File: config.mk
export PLATFORM = sky130hd
export DESIGN_NAME = pattern_tx
export DESIGN_NICKNAME = d
export VERILOG_FILES = /design/src/rtl/pattern_tx.sv
export SDC_FILE = /design/constraint.sdc
export NUM_CORES = 1
export LEC_CHECK = 0
export CAP_MARGIN = 30
export CORE_UTILIZATION = 55
export CTS_BUF_LIST = sky130_fd_sc_hd__clkbuf_4 sky130_fd_sc_hd__clkbuf_8
export DETAILED_ROUTE_END_ITERATION = 16
export PLACE_DENSITY = 0.8
export SYNTH_ARGS = -nofsm -noshare
export SYNTH_HDL_FRONTEND = slang
export SYNTH_SLANG_ARGS = --single-unit
File: constraint.sdc
create_clock -name clk -period 4.5 [get_ports clk]
set_input_delay 0.9 -clock clk [delete_from_list [all_inputs] [get_ports clk]]
set_output_delay 0.9 -clock clk [all_outputs]
set_load 0.02 [all_outputs]
File: src/rtl/pattern_tx.sv
// pattern_tx: serial pattern transmitter.
// Latches a PAT_BITS-wide pattern on a start request and shifts it out
// MSB-first, one bit per clock. The pattern is repeated `reps` times, and
// `gap` idle bits are inserted between repetitions.
//
// Ports:
//   clk      system clock, rising edge
//   n_rst    asynchronous active-low reset
//   start    transmit request, accepted only while busy=0
//   pattern  pattern to send (MSB first), latched at accept
//   reps     repetition count, latched at accept (0 = empty transfer)
//   gap      idle bits between repetitions, latched at accept
//   o        registered serial output
//   busy     registered, high while a transfer is in progress
//   done     registered one-cycle completion pulse
//
// state  | meaning
// IDLE   | waiting for start; o = IDLE_VALUE
// SHIFT  | driving pattern bits, o = pat_q[bit_q]
// GAP    | inter-repetition idle bits, o = IDLE_VALUE
module pattern_tx #(
  parameter int   PAT_BITS   = 4,
  parameter int   CNT_BITS   = 4,
  parameter logic IDLE_VALUE = 1'b0
) (
  input  logic                clk,
  input  logic                n_rst,
  input  logic                start,
  input  logic [PAT_BITS-1:0] pattern,
  input  logic [CNT_BITS-1:0] reps,
  input  logic [CNT_BITS-1:0] gap,
  output logic                o,
  output logic                busy,
  output logic                done
);

  localparam int IDX_W = (PAT_BITS > 1) ? $clog2(PAT_BITS) : 1;
  localparam logic [IDX_W-1:0] IDX_MSB = IDX_W'(PAT_BITS - 1);

  localparam logic [1:0] S_IDLE  = 2'd0;
  localparam logic [1:0] S_SHIFT = 2'd1;
  localparam logic [1:0] S_GAP   = 2'd2;

  logic [1:0]          state_q, state_d;
  logic [PAT_BITS-1:0] pat_q, pat_d;
  logic [CNT_BITS-1:0] rep_q, rep_d;
  logic [CNT_BITS-1:0] gap_len_q, gap_len_d;
  logic [CNT_BITS-1:0] gap_cnt_q, gap_cnt_d;
  logic [IDX_W-1:0]    bit_q, bit_d;
  logic                o_q, o_d;
  logic                busy_q, busy_d;
  logic                done_q, done_d;

  logic [IDX_W-1:0]    bit_dec;
  logic [CNT_BITS-1:0] rep_rem;

  always_comb begin
    state_d   = state_q;
    pat_d     = pat_q;
    rep_d     = rep_q;
    gap_len_d = gap_len_q;
    gap_cnt_d = gap_cnt_q;
    bit_d     = bit_q;
    o_d       = o_q;
    busy_d    = busy_q;
    done_d    = 1'b0;
    bit_dec   = bit_q - IDX_W'(1);
    rep_rem   = rep_q - CNT_BITS'(1);

    case (state_q)
      S_IDLE: begin
        if (start && !busy_q) begin
          pat_d     = pattern;
          rep_d     = reps;
          gap_len_d = gap;
          if (reps == '0) begin
            // Empty transfer: completes without ever raising busy.
            done_d = 1'b1;
          end else begin
            state_d = S_SHIFT;
            o_d     = pattern[PAT_BITS-1];
            busy_d  = 1'b1;
            bit_d   = IDX_MSB;
          end
        end
      end

      S_SHIFT: begin
        if (bit_q != '0) begin
          bit_d = bit_dec;
          o_d   = pat_q[bit_dec];
        end else begin
          // Bit 0 has been on the line for one cycle: repetition complete.
          rep_d = rep_rem;
          if (rep_rem == '0) begin
            state_d = S_IDLE;
            o_d     = IDLE_VALUE;
            busy_d  = 1'b0;
            done_d  = 1'b1;
          end else if (gap_len_q != '0) begin
            state_d   = S_GAP;
            o_d       = IDLE_VALUE;
            gap_cnt_d = gap_len_q;
          end else begin
            bit_d = IDX_MSB;
            o_d   = pat_q[PAT_BITS-1];
          end
        end
      end

      S_GAP: begin
        // gap_cnt_q counts the idle cycles still to be shown, including this one.
        if (gap_cnt_q == CNT_BITS'(1)) begin
          state_d = S_SHIFT;
          bit_d   = IDX_MSB;
          o_d     = pat_q[PAT_BITS-1];
        end else begin
          gap_cnt_d = gap_cnt_q - CNT_BITS'(1);
        end
      end

      default: begin
        state_d = S_IDLE;
        o_d     = IDLE_VALUE;
        busy_d  = 1'b0;
      end
    endcase
  end

  always_ff @(posedge clk or negedge n_rst) begin
    if (!n_rst) begin
      state_q   <= S_IDLE;
      pat_q     <= '0;
      rep_q     <= '0;
      gap_len_q <= '0;
      gap_cnt_q <= '0;
      bit_q     <= '0;
      o_q       <= IDLE_VALUE;
      busy_q    <= 1'b0;
      done_q    <= 1'b0;
    end else begin
      state_q   <= state_d;
      pat_q     <= pat_d;
      rep_q     <= rep_d;
      gap_len_q <= gap_len_d;
      gap_cnt_q <= gap_cnt_d;
      bit_q     <= bit_d;
      o_q       <= o_d;
      busy_q    <= busy_d;
      done_q    <= done_d;
    end
  end

  assign o    = o_q;
  assign busy = busy_q;
  assign done = done_q;

endmodule
==> impl_metrics.yaml, run 1 <==
synth:
  synth_seq_cells: 23
  synthesis.instances: 140
  syn-num-nets: 160
  synth_area_leaders: "dfrtp_1 (44%), nand2_1 (8.1%), ha_1 (4.8%), o21ai_0 (2.7%), inv_1 (2.6%)"
  synth_edf_count: 0
  post_synth_instance_area_sq_um: 1290
  synth_cell_type_count: 40
  synth.avg_cell_area_sq_um: 9.25
  synth_top_flop_cell: "dfrtp_1"
  synth_sequential_area_ratio_pct: 44.4
  synth_async_sr_flop_share_pct: 100
  post-synth-top-area-fraction_pct: 44.4
  count_of_yosys_warnings_during_synthesis: 0
  yosysTopAreaCell: "dfrtp_1"
routing:
  route.detailed.wl_per_inst_um: 14.8
  overall_routed_net_length_mm: 2.75
  antenna_violation_net_count_after_detailed_routing: 0
  route.top_layer_used: "met4"
  detailroute.wirelength.met2_mm: 1.29
  dr_drc_count: 0
  detail_route.iter0.violations: 35
  viasPerCell: 6.15
  initial_drt_pass_iterations: 4
  vias: 1143
  met1_wirelength_mm: 1.27
  routed-wl-met3_um: 182
clock_network:
  cts_hold_buf: 0
  clockRootBuffer: "clkbuf_4"
  htreeDepth: 1
  cts_max_path_buffers: 2
  clkTransAtPathRegs_ns: 0.13
  clock_latency_ns: 0.31
  cts.sinks: 23
  cts_tree: "done"
  cts_setup_buffers: 0
  cts_repair_resize_count: 0
  cts-buffers-inserted: 3
timing:
  setup-violations-final: 0
  fin_tns_setup_ns: 0
  hold_ws_ns: 0.495
  max_frequency_mhz: 407
  worst-slew-pin-transition_ns: 0.593
  finalCriticalPeriod_ns: 2.46
  clock-skew-final_ns: 0.00591
  max-slew-margin-rel_pct: 60.4
  setup_repair_after_global_routing_missed_its_margin: "no"
  timing.final.crit_share_pct: 54.6
  final_max_slew_viol_count: 0
  report.final.hold_viol_count: 0
setup_path:
  worstSetupPathType: "in -> reg"
  cp.arrival_ns: 2.67
  worstSetupEndpointType: "flip-flop"
  critical_path_peak_fanout: 4
  category_of_the_worst_setup_path_launch_point: "input port"
  cp_data_required_time_ns: 4.71
placement:
  routabilityCongestion: 0.813
  dp.final_hpwl_mm: 2.03
  place.port_buffers: 17
pwr:
  static-leakage-power_nw: 0.676
  worst_ir_drop_vdd_v: 0.000296
  powerDensity_nw_per_um2: 500
die:
  initial_utilization_pct: 58.5
  dieArea_sq_um: 2550
  die_w_um: 50.5
  placement_rows: 17
  pin_count: 18
  core_area_sq_um: 2210
  die_y_um: 50.5
grt:
  pin_count_of_the_biggest_net_entering_global_routing: 22
  groute.usage.overall_pct: 25.2
  global_route_wire_length_before_repair_mm: 4.77
  grt_pass1_vias: 1127
  overflow: 0
  antenna_violations_before_repair: 0
status:
  status: "finished clean"
worst_hold_path:
  hold_path.class: "reg -> reg"
finish:
  diodes: 0
  drive_above_1_share_pct: 8.23
  layout-area-overhead-vs-synth_pct: 18.2
  n_fill_cell: 173
  design.final.nets: 179
flow_run:
  drv.max_cap_violation_count: 0
[layout by cell type (no fill, tap or decap), types with 2 or more instances in the layout]
cell / instances
nand2_1: 28
dfrtp_1: 23
clkdlybuf4s50_1: 17
inv_1: 9
o21ai_0: 7
nor2_1: 7
a21oi_1: 6
ha_1: 5
o22ai_1: 4
nand3b_1: 3
nor2b_1: 3
nand4_1: 3
nor3_1: 3
o211ai_1: 3
clkbuf_4: 3
nor3b_1: 2
and2_1: 2
a31oi_1: 2
mux2i_1: 2
a211o_1: 2
o221a_2: 2
[worst max-delay path, stage by stage]
cell	delay, ns
clkdlybuf4s50_1	0.45
or4_4	0.58
a222oi_1	0.37
a21oi_1	0.12
o221a_1	0.25
[sequential cells by signal, indices dropped and copies added, names as in the netlist, 2 cells and up]
signal,cells
pat_q,4
rep_q,4
gap_cnt_q,4
gap_len_q,4
state_q,2
bit_q,2
[per-stage QoR]
| step | cells | util, % | power, W | worst slack (ns) | instance area, sq um |
|---|---|---|---|---|---|
| final | 186 | 69.2 | 0.000765 | 2.04 | 1530 |
| after global routing | 186 | 69.2 | 0.000832 | 1.95 | 1530 |
| after CTS | 186 | 69.2 | 0.000763 | 2.06 | 1530 |
| after detailed placement | 182 | 67.9 | 0.000668 | 1.72 | 1500 |
| after global placement | 181 | 67.3 | 0.000651 | 1.79 | 1490 |
| after floorplan | 140 | - | 0.000575 | 2.28 | 1290 |
[final cells by class]
class                   count  area (sq um)  area share, %
multi-input cells         103           666           43.5
flip-flops and latches     23           576           37.6
repair buffers             19           193           12.6
well taps                  28          35.0           2.29
inverters                   9          33.8           2.21
clock buffers               3          22.5           1.47
clock inverters             1          5.00          0.327
[final timing paths]
path,slack (ns),endpoint,startpoint,cells after the start
setup / recovery,2.04,bit_q[1]$_DFFE_PN0P_,reps[0],5
setup reg to reg,2.39,gap_cnt_q[2]$_DFFE_PN0P_,rep_q[0]$_DFFE_PN0P_,7
hold / removal,0.50,pat_q[2]$_DFFE_PN0P_,pat_q[2]$_DFFE_PN0P_,2
min in group asynchronous,0.77,rep_q[2]$_DFFE_PN0P_,n_rst,1
max in group asynchronous,3.36,gap_cnt_q[2]$_DFFE_PN0P_,n_rst,2
hold reg to reg,0.50,pat_q[2]$_DFFE_PN0P_,pat_q[2]$_DFFE_PN0P_,2
[routing by layer]
metal / vias to the layer above / GRT usage, %
met2: 57 / 39.8
met4: 0 / 7.41
met5: - / 0
li1: 549 / -
met3: 2 / 6.67
met1: 535 / 34.1
[report_power, final]
group | total, W | internal (W) | switching [W] | leakage (nW)
Clock | 0.0000947 | 0.0000332 | 0.0000615 | 0.0177
Combinational | 0.000306 | 0.000150 | 0.000156 | 0.378
Sequential | 0.000364 | 0.000281 | 0.0000828 | 0.281
[synth_stat cells, drive strengths merged (2+ instances only)]
master	number
a211o	2
a21oi	6
a31oi	3
and2	2
clkbuf	4
dfrtp	23
ha	5
inv	9
mux2i	2
nand2	28
nand3b	3
nand4	3
nor2	7
nor2b	3
nor3	3
nor3b	2
o211ai	3
o21ai	7
o221a	3
o22ai	4
[logic make-up after synthesis]
group	share of synthesized area, %
compound gates	19.3
simple gates	24.0
buf+inv	4.15
mux	3.28
flops	44.4
fa+ha+maj	4.83
(Power assumes the default switching activity.)
==> run 2: changes to the inputs <==
--- a/config.mk
+++ b/config.mk
@@ -6,10 +6,10 @@
 export NUM_CORES = 1
 export LEC_CHECK = 0
 export CAP_MARGIN = 30
-export CORE_UTILIZATION = 55
+export CORE_UTILIZATION = 50
 export CTS_BUF_LIST = sky130_fd_sc_hd__clkbuf_4 sky130_fd_sc_hd__clkbuf_8
 export DETAILED_ROUTE_END_ITERATION = 16
-export PLACE_DENSITY = 0.8
+export PLACE_DENSITY = 0.77
 export SYNTH_ARGS = -nofsm -noshare
 export SYNTH_HDL_FRONTEND = slang
 export SYNTH_SLANG_ARGS = --single-unit
==> constraint.sdc (replaced) <==
create_clock -name clk -period 2.1 [get_ports clk]
set_input_delay 0.42 -clock clk [delete_from_list [all_inputs] [get_ports clk]]
set_output_delay 0.42 -clock clk [all_outputs]
set_load 0.02 [all_outputs]
==> impl_metrics.yaml, run 2 (synthesis gave the netlist of run 1 again) <==
timing:
  clock-skew-final_ns: 0.00150
  max_frequency_mhz: 511
  max-slew-margin-rel_pct: 68.0
  worst-slew-pin-transition_ns: 0.475
  timing.final.crit_share_pct: 93.1
  report.final.hold_viol_count: 0
  setup-violations-final: 0
  setup_repair_after_global_routing_missed_its_margin: "no"
  finalCriticalPeriod_ns: 1.96
  final_max_slew_viol_count: 0
  setup_ws_ns: 0.144
pwr:
  worst_ir_drop_vdd_v: 0.000839
  static-leakage-power_nw: 0.704
  powerDensity_nw_per_um2: 1070
finish:
  mostFrequentLayoutCells: "nand2_1 (28), dfrtp_1 (23), clkdlybuf4s50_1 (17)"
  final_core_utilization_pct: 64.3
  final_common_cell: "nand2_1"
  layoutNonFillerInstCount: 194
  design.final.nets: 185
  drive_above_1_share_pct: 12.2
  diodes: 0
  layout-area-overhead-vs-synth_pct: 21.8
die:
  die_w_um: 52.9
  placement_rows: 18
  pin_count: 18
  dieArea_sq_um: 2800
  initial_utilization_pct: 52.8
  core_area_sq_um: 2450
  die_y_um: 52.9
setup_path:
  reg2reg_depth: 7
  critical_path_peak_fanout: 5
  cp.arrival_ns: 2.17
  worstSetupEndpointType: "flip-flop"
  category_of_the_worst_setup_path_launch_point: "flip-flop"
  cp_data_required_time_ns: 2.31
  regToRegEndpoint: "gap_cnt_q[2]$_DFFE_PN0P_"
  ff2ff_setup_slack_ns: 0.14
  worstSetupPathType: "reg -> reg"
  rr_startpoint: "rep_q[0]$_DFFE_PN0P_"
placement:
  dpl.cell_count: 190
  routabilityCongestion: 0.802
  detailedPlace.worstSlack_ns: -0.133
  place.port_buffers: 17
  dp.final_hpwl_mm: 2.15
grt:
  overflow: 0
  pin_count_of_the_biggest_net_entering_global_routing: 24
  groute.usage.overall_pct: 23.3
  global_route_wire_length_before_repair_mm: 4.71
  antenna_violations_before_repair: 0
  grt_pass1_vias: 1052
clock_network:
  clkTransAtPathRegs_ns: 0.13
  clock_latency_ns: 0.31
  cts_tree: "done"
  htreeDepth: 1
  cts_setup_buffers: 0
  cts_max_path_buffers: 2
  cts.sinks: 23
  clockRootBuffer: "clkbuf_4"
  cts-buffers-inserted: 3
routing:
  antenna_violation_net_count_after_detailed_routing: 0
  overall_routed_net_length_mm: 2.87
  initial_drt_pass_iterations: 4
  vias: 1140
  detail_route.iter0.violations: 41
  dr_drc_count: 0
  route.detailed.wl_per_inst_um: 14.8
  viasPerCell: 5.88
worst_hold_path:
  hold_path.class: "in -> async"
flow_run:
  drv.max_cap_violation_count: 0
status:
  status: "finished clean"
run 2: cell type report:
type,instances,area (sq um)
flip-flops and latches,23,576
clock buffers,4,30.0
multi-input cells,103,671
fillers,206,877
well taps,30,37.5
inverters,9,33.8
repair buffers,25,230
run 2: where the power goes:
group          total, W  switching [W]  internal, W
Combinational  0.000683       0.000341     0.000342
Sequential     0.000779       0.000176     0.000603
Clock          0.000222       0.000135    0.0000871
Total           0.00168       0.000653      0.00103
run 2: critical path: stages (launching register included):
cell     delay (ns)
dfrtp_1        0.43
inv_1          0.10
ha_1           0.25
nor3b_2        0.28
a31oi_2        0.21
a21oi_1        0.22
inv_1          0.12
o221a_2        0.26
run 2: metal layers:
metal  GRT usage (%)  vias up  wire (um)
met5               0        -          0
met4            7.46        0         36
met3            3.45        5        177
met2            36.1       45       1340
met1            33.0      535       1310
li1                -      555          -
run 2: worst max path at each step:
stage,from,to,slack (ns),cells after the start
after floorplan,rep_q[0]$_DFFE_PN0P_,gap_cnt_q[2]$_DFFE_PN0P_,0.33,7
after detailed placement,reps[0],bit_q[1]$_DFFE_PN0P_,-0.13,5
after CTS,rep_q[0]$_DFFE_PN0P_,gap_cnt_q[2]$_DFFE_PN0P_,0.08,7
after global placement,reps[0],bit_q[1]$_DFFE_PN0P_,-0.11,5
final,rep_q[0]$_DFFE_PN0P_,gap_cnt_q[2]$_DFFE_PN0P_,0.14,7
after global routing,rep_q[0]$_DFFE_PN0P_,gap_cnt_q[2]$_DFFE_PN0P_,0.01,7
run 2: timing repair:
item | in CTS | in global routing
hold endpoints to repair | 0 | 0
hold buffers | 0 | 0
gates resized for setup | 0 | 1
endpoints found under the setup margin | 0 | 2
run 2: per-stage QoR:
step	total power [W]	hold slack [ns]	cell area [sq um]	TNS (ns)
2_1_floorplan	0.00123	0.124	1290	0
3_3_place_gp	0.00142	0.451	1540	-0.152
3_5_place_dp	0.00146	0.464	1540	-0.214
4_1_cts	0.00167	0.453	1570	0
5_1_grt	0.00182	0.466	1580	0
6_report	0.00168	0.438	1580	0
